[config.mk]
export PLATFORM = sky130hd
export DESIGN_NAME = lsq_inorder_buffer_flat
export DESIGN_NICKNAME = d
export VERILOG_FILES = /design/src/rtl/lsq_pkg.sv /design/src/rtl/lsq_inorder_buffer_if.sv /design/src/rtl/lsq_ring_ram.sv /design/src/rtl/lsq_inorder_buffer.sv /design/src/flat_wrapper.sv
export SDC_FILE = /design/constraint.sdc
export NUM_CORES = 1
export LEC_CHECK = 0
export CAP_MARGIN = 0
export CELL_PAD_IN_SITES_DETAIL_PLACEMENT = 1
export CELL_PAD_IN_SITES_GLOBAL_PLACEMENT = 1
export CORE_MARGIN = 2
export CORE_UTILIZATION = 48
export CTS_BUF_LIST = sky130_fd_sc_hd__clkbuf_4 sky130_fd_sc_hd__clkbuf_8 sky130_fd_sc_hd__clkbuf_16
export CTS_CLUSTER_DIAMETER = 150
export DETAILED_ROUTE_END_ITERATION = 10
export PLACE_DENSITY = 0.81
export REMOVE_ABC_BUFFERS = 1
export SLEW_MARGIN = 20
export SYNTH_ARGS = -nofsm -noshare
export SYNTH_HDL_FRONTEND = slang
export SYNTH_HIERARCHICAL = 1
export SYNTH_SLANG_ARGS = --single-unit
[constraint.sdc]
create_clock -name clk -period 7.8 [get_ports clk]
set_input_delay 1.95 -clock clk [delete_from_list [all_inputs] [get_ports clk]]
set_output_delay 1.95 -clock clk [all_outputs]
set_load 0.01 [all_outputs]
[src/rtl/lsq_pkg.sv]
// Shared types and default widths for the in-order load/store queue.
//   LSQ_*        default address/data/control/tag widths and queue depth
//   lsq_entry_t  one queued memory op at the default widths
//   lsq_entry_width()  packed width of an entry for arbitrary widths
package lsq_pkg;

    localparam int unsigned LSQ_AW    = 32;
    localparam int unsigned LSQ_DW    = 32;
    localparam int unsigned LSQ_CW    = 16;
    localparam int unsigned LSQ_ZW    = 4;
    localparam int unsigned LSQ_DEPTH = 16;

    typedef struct packed {
        logic              rw;     // 1 = store, 0 = load
        logic [LSQ_AW-1:0] addr;
        logic [LSQ_DW-1:0] data;
        logic [LSQ_CW-1:0] cntrl;
        logic [LSQ_ZW-1:0] z;
    } lsq_entry_t;

    function automatic int unsigned lsq_entry_width(int unsigned aw, int unsigned dw,
                                                    int unsigned cw, int unsigned zw);
        return 1 + aw + dw + cw + zw;
    endfunction

endpackage

[src/rtl/lsq_inorder_buffer_if.sv]
// Bus bundle of the in-order LSQ: Ex/Mem enqueue side, data-cache side, Mem/Wb result side.
//   slave  : view of the queue itself
//   master : view of the surrounding pipeline / cache / testbench
interface lsq_inorder_buffer_if #(
    parameter int unsigned AW    = 32,
    parameter int unsigned DW    = 32,
    parameter int unsigned CW    = 16,
    parameter int unsigned ZW    = 4,
    parameter int unsigned DEPTH = 16
);
    localparam int unsigned CntW = $clog2(DEPTH + 1);

    // Enqueue side
    logic          in_valid;
    logic          in_ready;
    logic          in_rw;
    logic [AW-1:0] in_addr;
    logic [DW-1:0] in_data;
    logic [CW-1:0] in_cntrl;
    logic [ZW-1:0] in_z;
    logic          stall_out;
    // Cache side
    logic          mem_rw;
    logic [AW-1:0] mem_addr;
    logic [DW-1:0] mem_wdata;
    logic [DW-1:0] mem_rdata;
    // Result side
    logic          out_valid;
    logic          out_ready;
    logic [DW-1:0] data_out;
    logic [CW-1:0] cntrl_out;
    logic [ZW-1:0] z_out;
    logic [CntW-1:0] count_out;

    modport slave (
        input  in_valid, in_rw, in_addr, in_data, in_cntrl, in_z, mem_rdata, out_ready,
        output in_ready, stall_out, mem_rw, mem_addr, mem_wdata,
        output out_valid, data_out, cntrl_out, z_out, count_out
    );

    modport master (
        output in_valid, in_rw, in_addr, in_data, in_cntrl, in_z, mem_rdata, out_ready,
        input  in_ready, stall_out, mem_rw, mem_addr, mem_wdata,
        input  out_valid, data_out, cntrl_out, z_out, count_out
    );

endinterface

[src/rtl/lsq_ring_ram.sv]
// Circular-buffer storage for the LSQ: one synchronous write port, one asynchronous read port.
//   clk    clock
//   we     write enable
//   waddr  write index (tail)
//   wdata  entry to write
//   raddr  read index (head)
//   rdata  entry at raddr, combinational
module lsq_ring_ram #(
    parameter int unsigned Width = 85,
    parameter int unsigned Depth = 16,
    localparam int unsigned AddrW = $clog2(Depth)
) (
    input  logic             clk,
    input  logic             we,
    input  logic [AddrW-1:0] waddr,
    input  logic [Width-1:0] wdata,
    input  logic [AddrW-1:0] raddr,
    output logic [Width-1:0] rdata
);

    logic [Width-1:0] mem [Depth];

    // Contents are not reset; occupancy is tracked by the pointers and count.
    always_ff @(posedge clk) begin
        if (we) begin
            mem[waddr] <= wdata;
        end
    end

    assign rdata = mem[raddr];

endmodule

[src/rtl/lsq_inorder_buffer.sv]
// In-order load/store queue between Ex/Mem and Mem/Wb.
// Buffers up to DEPTH ops, issues the oldest to a combinational-read data cache and holds the
// result (load data or 0 for stores, plus cntrl/z) in a valid/ready output register.
//   clk    clock, rising edge
//   rst    asynchronous active-low reset
//   flush  synchronous clear of the queue and the output register
//   bus    lsq_inorder_buffer_if.slave: enqueue, cache and result signals
module lsq_inorder_buffer
    import lsq_pkg::*;
#(
    parameter int unsigned AW    = LSQ_AW,
    parameter int unsigned DW    = LSQ_DW,
    parameter int unsigned CW    = LSQ_CW,
    parameter int unsigned ZW    = LSQ_ZW,
    parameter int unsigned DEPTH = LSQ_DEPTH
) (
    input  logic clk,
    input  logic rst,
    input  logic flush,
    lsq_inorder_buffer_if.slave bus
);

    localparam int unsigned PtrW   = $clog2(DEPTH);
    localparam int unsigned CntW   = $clog2(DEPTH + 1);
    localparam int unsigned EntryW = lsq_entry_width(AW, DW, CW, ZW);

    typedef struct packed {
        logic          rw;
        logic [AW-1:0] addr;
        logic [DW-1:0] data;
        logic [CW-1:0] cntrl;
        logic [ZW-1:0] z;
    } entry_t;

    logic [PtrW-1:0] head_q, head_d, tail_q, tail_d;
    logic [CntW-1:0] count_q, count_d;
    logic            out_valid_q, out_valid_d;
    logic [DW-1:0]   data_q, data_d;
    logic [CW-1:0]   cntrl_q, cntrl_d;
    logic [ZW-1:0]   z_q, z_d;

    logic   in_ready, enq, issue;
    entry_t in_entry, head_entry;

    assign in_entry = '{rw: bus.in_rw, addr: bus.in_addr, data: bus.in_data,
                        cntrl: bus.in_cntrl, z: bus.in_z};

    lsq_ring_ram #(
        .Width (EntryW),
        .Depth (DEPTH)
    ) u_ring_ram (
        .clk   (clk),
        .we    (enq),
        .waddr (tail_q),
        .wdata (in_entry),
        .raddr (head_q),
        .rdata (head_entry)
    );

    always_comb begin
        // Full refuses input even if a slot frees this cycle: no pass-through path.
        in_ready = (count_q != CntW'(DEPTH));
        enq      = bus.in_valid && in_ready && !flush;
        issue    = (count_q != '0) && (!out_valid_q || bus.out_ready) && !flush;

        head_d  = head_q;
        tail_d  = tail_q;
        count_d = count_q;
        if (flush) begin
            head_d  = '0;
            tail_d  = '0;
            count_d = '0;
        end else begin
            if (enq)   tail_d = tail_q + PtrW'(1);
            if (issue) head_d = head_q + PtrW'(1);
            count_d = count_q + CntW'(enq) - CntW'(issue);
        end
    end

    always_comb begin
        out_valid_d = out_valid_q;
        data_d      = data_q;
        cntrl_d     = cntrl_q;
        z_d         = z_q;
        if (flush) begin
            out_valid_d = 1'b0;
            data_d      = '0;
            cntrl_d     = '0;
            z_d         = '0;
        end else if (issue) begin
            out_valid_d = 1'b1;
            data_d      = head_entry.rw ? '0 : bus.mem_rdata;
            cntrl_d     = head_entry.cntrl;
            z_d         = head_entry.z;
        end else if (out_valid_q && bus.out_ready) begin
            out_valid_d = 1'b0;
        end
    end

    always_ff @(posedge clk or negedge rst) begin
        if (!rst) begin
            head_q      <= '0;
            tail_q      <= '0;
            count_q     <= '0;
            out_valid_q <= 1'b0;
            data_q      <= '0;
            cntrl_q     <= '0;
            z_q         <= '0;
        end else begin
            head_q      <= head_d;
            tail_q      <= tail_d;
            count_q     <= count_d;
            out_valid_q <= out_valid_d;
            data_q      <= data_d;
            cntrl_q     <= cntrl_d;
            z_q         <= z_d;
        end
    end

    assign bus.in_ready  = in_ready;
    assign bus.stall_out = !in_ready;
    assign bus.mem_rw    = issue && head_entry.rw;
    assign bus.mem_addr  = head_entry.addr;
    assign bus.mem_wdata = head_entry.data;
    assign bus.out_valid = out_valid_q;
    assign bus.data_out  = data_q;
    assign bus.cntrl_out = cntrl_q;
    assign bus.z_out     = z_q;
    assign bus.count_out = count_q;

endmodule

[src/flat_wrapper.sv]
// flat-port wrapper written by rule: the top's interface ports become plain ports
module lsq_inorder_buffer_flat import lsq_pkg::*;
#(
    parameter int unsigned AW    = LSQ_AW,
    parameter int unsigned DW    = LSQ_DW,
    parameter int unsigned CW    = LSQ_CW,
    parameter int unsigned ZW    = LSQ_ZW,
    parameter int unsigned DEPTH = LSQ_DEPTH
)
  (clk, rst, flush, bus_in_valid, bus_in_rw, bus_in_addr, bus_in_data, bus_in_cntrl, bus_in_z, bus_mem_rdata, bus_out_ready, bus_in_ready, bus_stall_out, bus_mem_rw, bus_mem_addr, bus_mem_wdata, bus_out_valid, bus_data_out, bus_cntrl_out, bus_z_out, bus_count_out);
  lsq_inorder_buffer_if #(.AW(AW), .DW(DW), .CW(CW), .ZW(ZW), .DEPTH(DEPTH)) bus_i ();
  input  logic clk;
  input  logic rst;
  input  logic flush;
  input wire logic [$bits(bus_i.in_valid)-1:0] bus_in_valid;
  input wire logic [$bits(bus_i.in_rw)-1:0] bus_in_rw;
  input wire logic [$bits(bus_i.in_addr)-1:0] bus_in_addr;
  input wire logic [$bits(bus_i.in_data)-1:0] bus_in_data;
  input wire logic [$bits(bus_i.in_cntrl)-1:0] bus_in_cntrl;
  input wire logic [$bits(bus_i.in_z)-1:0] bus_in_z;
  input wire logic [$bits(bus_i.mem_rdata)-1:0] bus_mem_rdata;
  input wire logic [$bits(bus_i.out_ready)-1:0] bus_out_ready;
  output wire logic [$bits(bus_i.in_ready)-1:0] bus_in_ready;
  output wire logic [$bits(bus_i.stall_out)-1:0] bus_stall_out;
  output wire logic [$bits(bus_i.mem_rw)-1:0] bus_mem_rw;
  output wire logic [$bits(bus_i.mem_addr)-1:0] bus_mem_addr;
  output wire logic [$bits(bus_i.mem_wdata)-1:0] bus_mem_wdata;
  output wire logic [$bits(bus_i.out_valid)-1:0] bus_out_valid;
  output wire logic [$bits(bus_i.data_out)-1:0] bus_data_out;
  output wire logic [$bits(bus_i.cntrl_out)-1:0] bus_cntrl_out;
  output wire logic [$bits(bus_i.z_out)-1:0] bus_z_out;
  output wire logic [$bits(bus_i.count_out)-1:0] bus_count_out;
  assign bus_i.in_valid = bus_in_valid;
  assign bus_i.in_rw = bus_in_rw;
  assign bus_i.in_addr = bus_in_addr;
  assign bus_i.in_data = bus_in_data;
  assign bus_i.in_cntrl = bus_in_cntrl;
  assign bus_i.in_z = bus_in_z;
  assign bus_i.mem_rdata = bus_mem_rdata;
  assign bus_i.out_ready = bus_out_ready;
  assign bus_in_ready = bus_i.in_ready;
  assign bus_stall_out = bus_i.stall_out;
  assign bus_mem_rw = bus_i.mem_rw;
  assign bus_mem_addr = bus_i.mem_addr;
  assign bus_mem_wdata = bus_i.mem_wdata;
  assign bus_out_valid = bus_i.out_valid;
  assign bus_data_out = bus_i.data_out;
  assign bus_cntrl_out = bus_i.cntrl_out;
  assign bus_z_out = bus_i.z_out;
  assign bus_count_out = bus_i.count_out;
  lsq_inorder_buffer #(.AW(AW), .DW(DW), .CW(CW), .ZW(ZW), .DEPTH(DEPTH)) u_core (.clk(clk), .rst(rst), .flush(flush), .bus(bus_i));
endmodule
==> impl_metrics.env <==
export IMPL_clockRootBuffer="clkbuf_16"
export IMPL_antenna_left=0
export IMPL_clock_fmax_ghz=0.1611
export IMPL_busiest_layer="met2"
export IMPL_period_share=0.7959
export IMPL_met1_usage=0.3120
export IMPL_cts_buffer_depth=3
export IMPL_startpoint_type="flop"
export IMPL_ys_seq_elements=1426
export IMPL_layout_commonest_cell="edfxtp_1"
export IMPL_drc=0
export IMPL_cp_end_kind="primary output"
export IMPL_critPathKind="reg -> out"
export IMPL_max_slew_margin=0.2451
export IMPL_drt_iter0_drc=2816
export IMPL_n_fill_cell=9387
export IMPL_grt_use_total=0.2353
export IMPL_ys_top_cells_by_area="edfxtp_1 (76%), mux4_2 (14%), dfrtp_1 (3.1%)"
export IMPL_placed_cell_area_sq_um=58170
export IMPL_synth_top_area_cell="edfxtp_1"
export IMPL_synth_yosys_seq_area_share=0.7890
export IMPL_die_y_um=339.0
export IMPL_most_common_layout_cells="edfxtp_1 (1,360), mux4_2 (340), clkdlybuf4s50_1 (244)"
export IMPL_fin_cells=4317
export IMPL_num_io_pins=247
export IMPL_setup_viol=0
export IMPL_cpLargestDelayFamily="flip-flops"
export IMPL_stdcell_area_sq_um=62870
export IMPL_finalSetupTns_ns=0
export IMPL_multi_input_area_sq_um=10720
export IMPL_grt_ovfl_total=0
export IMPL_port_buffer_count=246
export IMPL_dr_pass1_iters=5
export IMPL_avgSynthCellArea_sq_um=22.37
export IMPL_cts_tree="yes"
export IMPL_clk_latency_ns=0.76
export IMPL_ys_flop_type="edfxtp_1"
export IMPL_clock_skew_ns=0.03101
export IMPL_wl_per_cell_um=30.86
export IMPL_grt_pass1_wl_mm=196.8
export IMPL_die_w_um=339.0
export IMPL_power_density_nw_per_um2=323.3
export IMPL_crit_chain="buf_4, mux4_2, a22oi_1, nand2_1, and2_1, clkdlybuf4s50_1"
export IMPL_cp_arrival_ns=4.26
export IMPL_ys_warn_count=6
export IMPL_hp_class="reg -> reg"
export IMPL_worst_path_buf_inv=2
export IMPL_drive_gt1_frac=0.2276
export IMPL_post_synth_inst_count=2407
export IMPL_tightest_slew_ns=1.130
export IMPL_r2r_setup_slack_ns=3.79
export IMPL_place_gp_congestion=0.7456
export IMPL_coreArea_sq_um=111000
export IMPL_status="finished, final reports clean"
export IMPL_nets=2845
export IMPL_cts_buffers=145
export IMPL_slew_violations=0
export IMPL_row_count=122
export IMPL_use_met3=0.05075
export IMPL_placedCellCount=4054
export IMPL_grt_pass1_vias=28600
export IMPL_grt_max_degree=143
export IMPL_area_growth_pct=16.75
export IMPL_hold_buffers=0
export IMPL_clkTransAtPathRegs_ns=0.05
export IMPL_ff_latch_area_sq_um=42500
export IMPL_async_flop_share=0.04628
export IMPL_crit_path_top_delay_cell="dfrtp_4"
export IMPL_cap_violations=0
export IMPL_postRouteWirelength_mm=133.2
export IMPL_post_cts_buffers=0
export IMPL_crit_required_ns=5.85
export IMPL_synth_edf_count=1360
export IMPL_cp_max_fo=38
export IMPL_vias=26280
export IMPL_yosysTopAreaCellShare=0.7583
export IMPL_post_route_min_period_ns=6.208
export IMPL_met2_usage=0.3874
export IMPL_finalPower_mw=20.33
export IMPL_start_util=0.4853
export IMPL_max_stage_delay_ns=0.95
export IMPL_syn_area_sq_um=53850
export IMPL_rsz0062_at_grt="false"
export IMPL_p_leak_nw=19.66
export IMPL_cts_htree_levels=4
export IMPL_via_per_inst=6.088
export IMPL_synth_cell_types=33
export IMPL_place_hpwl_mm=68.80
export IMPL_hold_violations=0
export IMPL_cts_resized=0
export IMPL_cts_sinks=1426
export IMPL_antenna_found_initial=17
export IMPL_dieArea_sq_um=114900
export IMPL_vdd_drop_max_uv=271.7
==> path summary, 6_finish.rpt <==
path | start | end | cells after the start
setup / recovery | u_core/head_q[0] | bus_mem_rw | 6
hold / removal | u_core/bus.data_out[12] | u_core/bus.data_out[12] | 2
hold reg to reg | u_core/bus.data_out[12] | u_core/bus.data_out[12] | 2
setup reg to reg | u_core/bus.count_out[3] | u_core/u_ring_ram/mem[2][77] | 8
min in group asynchronous | rst | u_core/bus.count_out[1] | 1
max in group asynchronous | rst | u_core/head_q[0] | 1
==> metal layers <==
metal  up-vias  wire [um]  part of all wire
li1      10730          -                 -
met1     14030      52050              0.39
met2      1227      66320              0.50
met3       274      10890             0.082
met4        16       3853             0.029
met5         -        106           0.00080
==> Yosys cell counts, drive strengths merged (5+ instances only) <==
| master | instances |
|---|---|
| clkbuf | 67 |
| a21oi | 57 |
| mux4 | 340 |
| edfxtp | 1360 |
| nor2 | 24 |
| nand2 | 163 |
| buf | 68 |
| inv | 9 |
| nor3 | 6 |
| dfrtp | 66 |
| nand3b | 34 |
| nand3 | 7 |
| nor2b | 6 |
| xor2 | 5 |
| a22oi | 170 |
| ha | 8 |
==> cell type report <==
cell class,instances,share of cell area
diodes,4,0.0001592
clock buffers,177,0.06257
clock inverters,81,0.01180
inverters,9,0.0005373
multi-input cells,837,0.1705
flip-flops and latches,1426,0.6759
well taps,1488,0.02961
repair buffers,295,0.04887
==> worst reg2reg max path, stage by stage, from the launching register on <==
cell       delay (ns)
dfrtp_1          0.40
inv_1            0.08
ha_1             0.21
nand4bb_1        0.33
nand2_1          0.19
nor2_1           0.43
or3b_2           0.63
nor2_4           0.89
buf_12           0.47
==> power by group <==
group	leakage [nW]	internal (mW)	switching, mW
registers	13.1	8.63	0.218
logic	4.20	2.35	2.31
clock network	2.33	3.96	2.86
total	19.7	14.9	5.39
==> cell families after synthesis <==
family	count (synthesis)	share of synthesized area
AOI/OAI and AO/OA	229	0.02927
xor gates and xnor gates	8	0.001301
adders and majority gates	9	0.002231
buffers and inverters	144	0.01450
DFF	1426	0.7890
muxes	340	0.1422
and+or+nand+nor	251	0.02149
==> sequential cells by signal, summed over array words and instances, names as in the netlist <==
register / cells
u_core/head_q: 4
u_core/bus.out_valid: 1
u_core/bus.count_out: 5
u_core/bus.z_out: 4
u_core/u_ring_ram/mem: 1360
u_core/bus.data_out: 32
u_core/tail_q: 4
u_core/bus.cntrl_out: 16
==> through the flow <==
| step | utilization | hold slack (ns) | worst slack (ns) |
|---|---|---|---|
| after floorplan | - | 0.5445 | -8.766 |
| after global placement | 0.5242 | 0.5062 | 1.852 |
| after detailed placement | 0.5242 | 0.5165 | 1.865 |
| after CTS | 0.5663 | 0.5250 | 1.484 |
| after global routing | 0.5666 | 0.5557 | 1.203 |
| final | 0.5666 | 0.5212 | 1.592 |
Note: power is estimated with default switching activity, not from simulation.
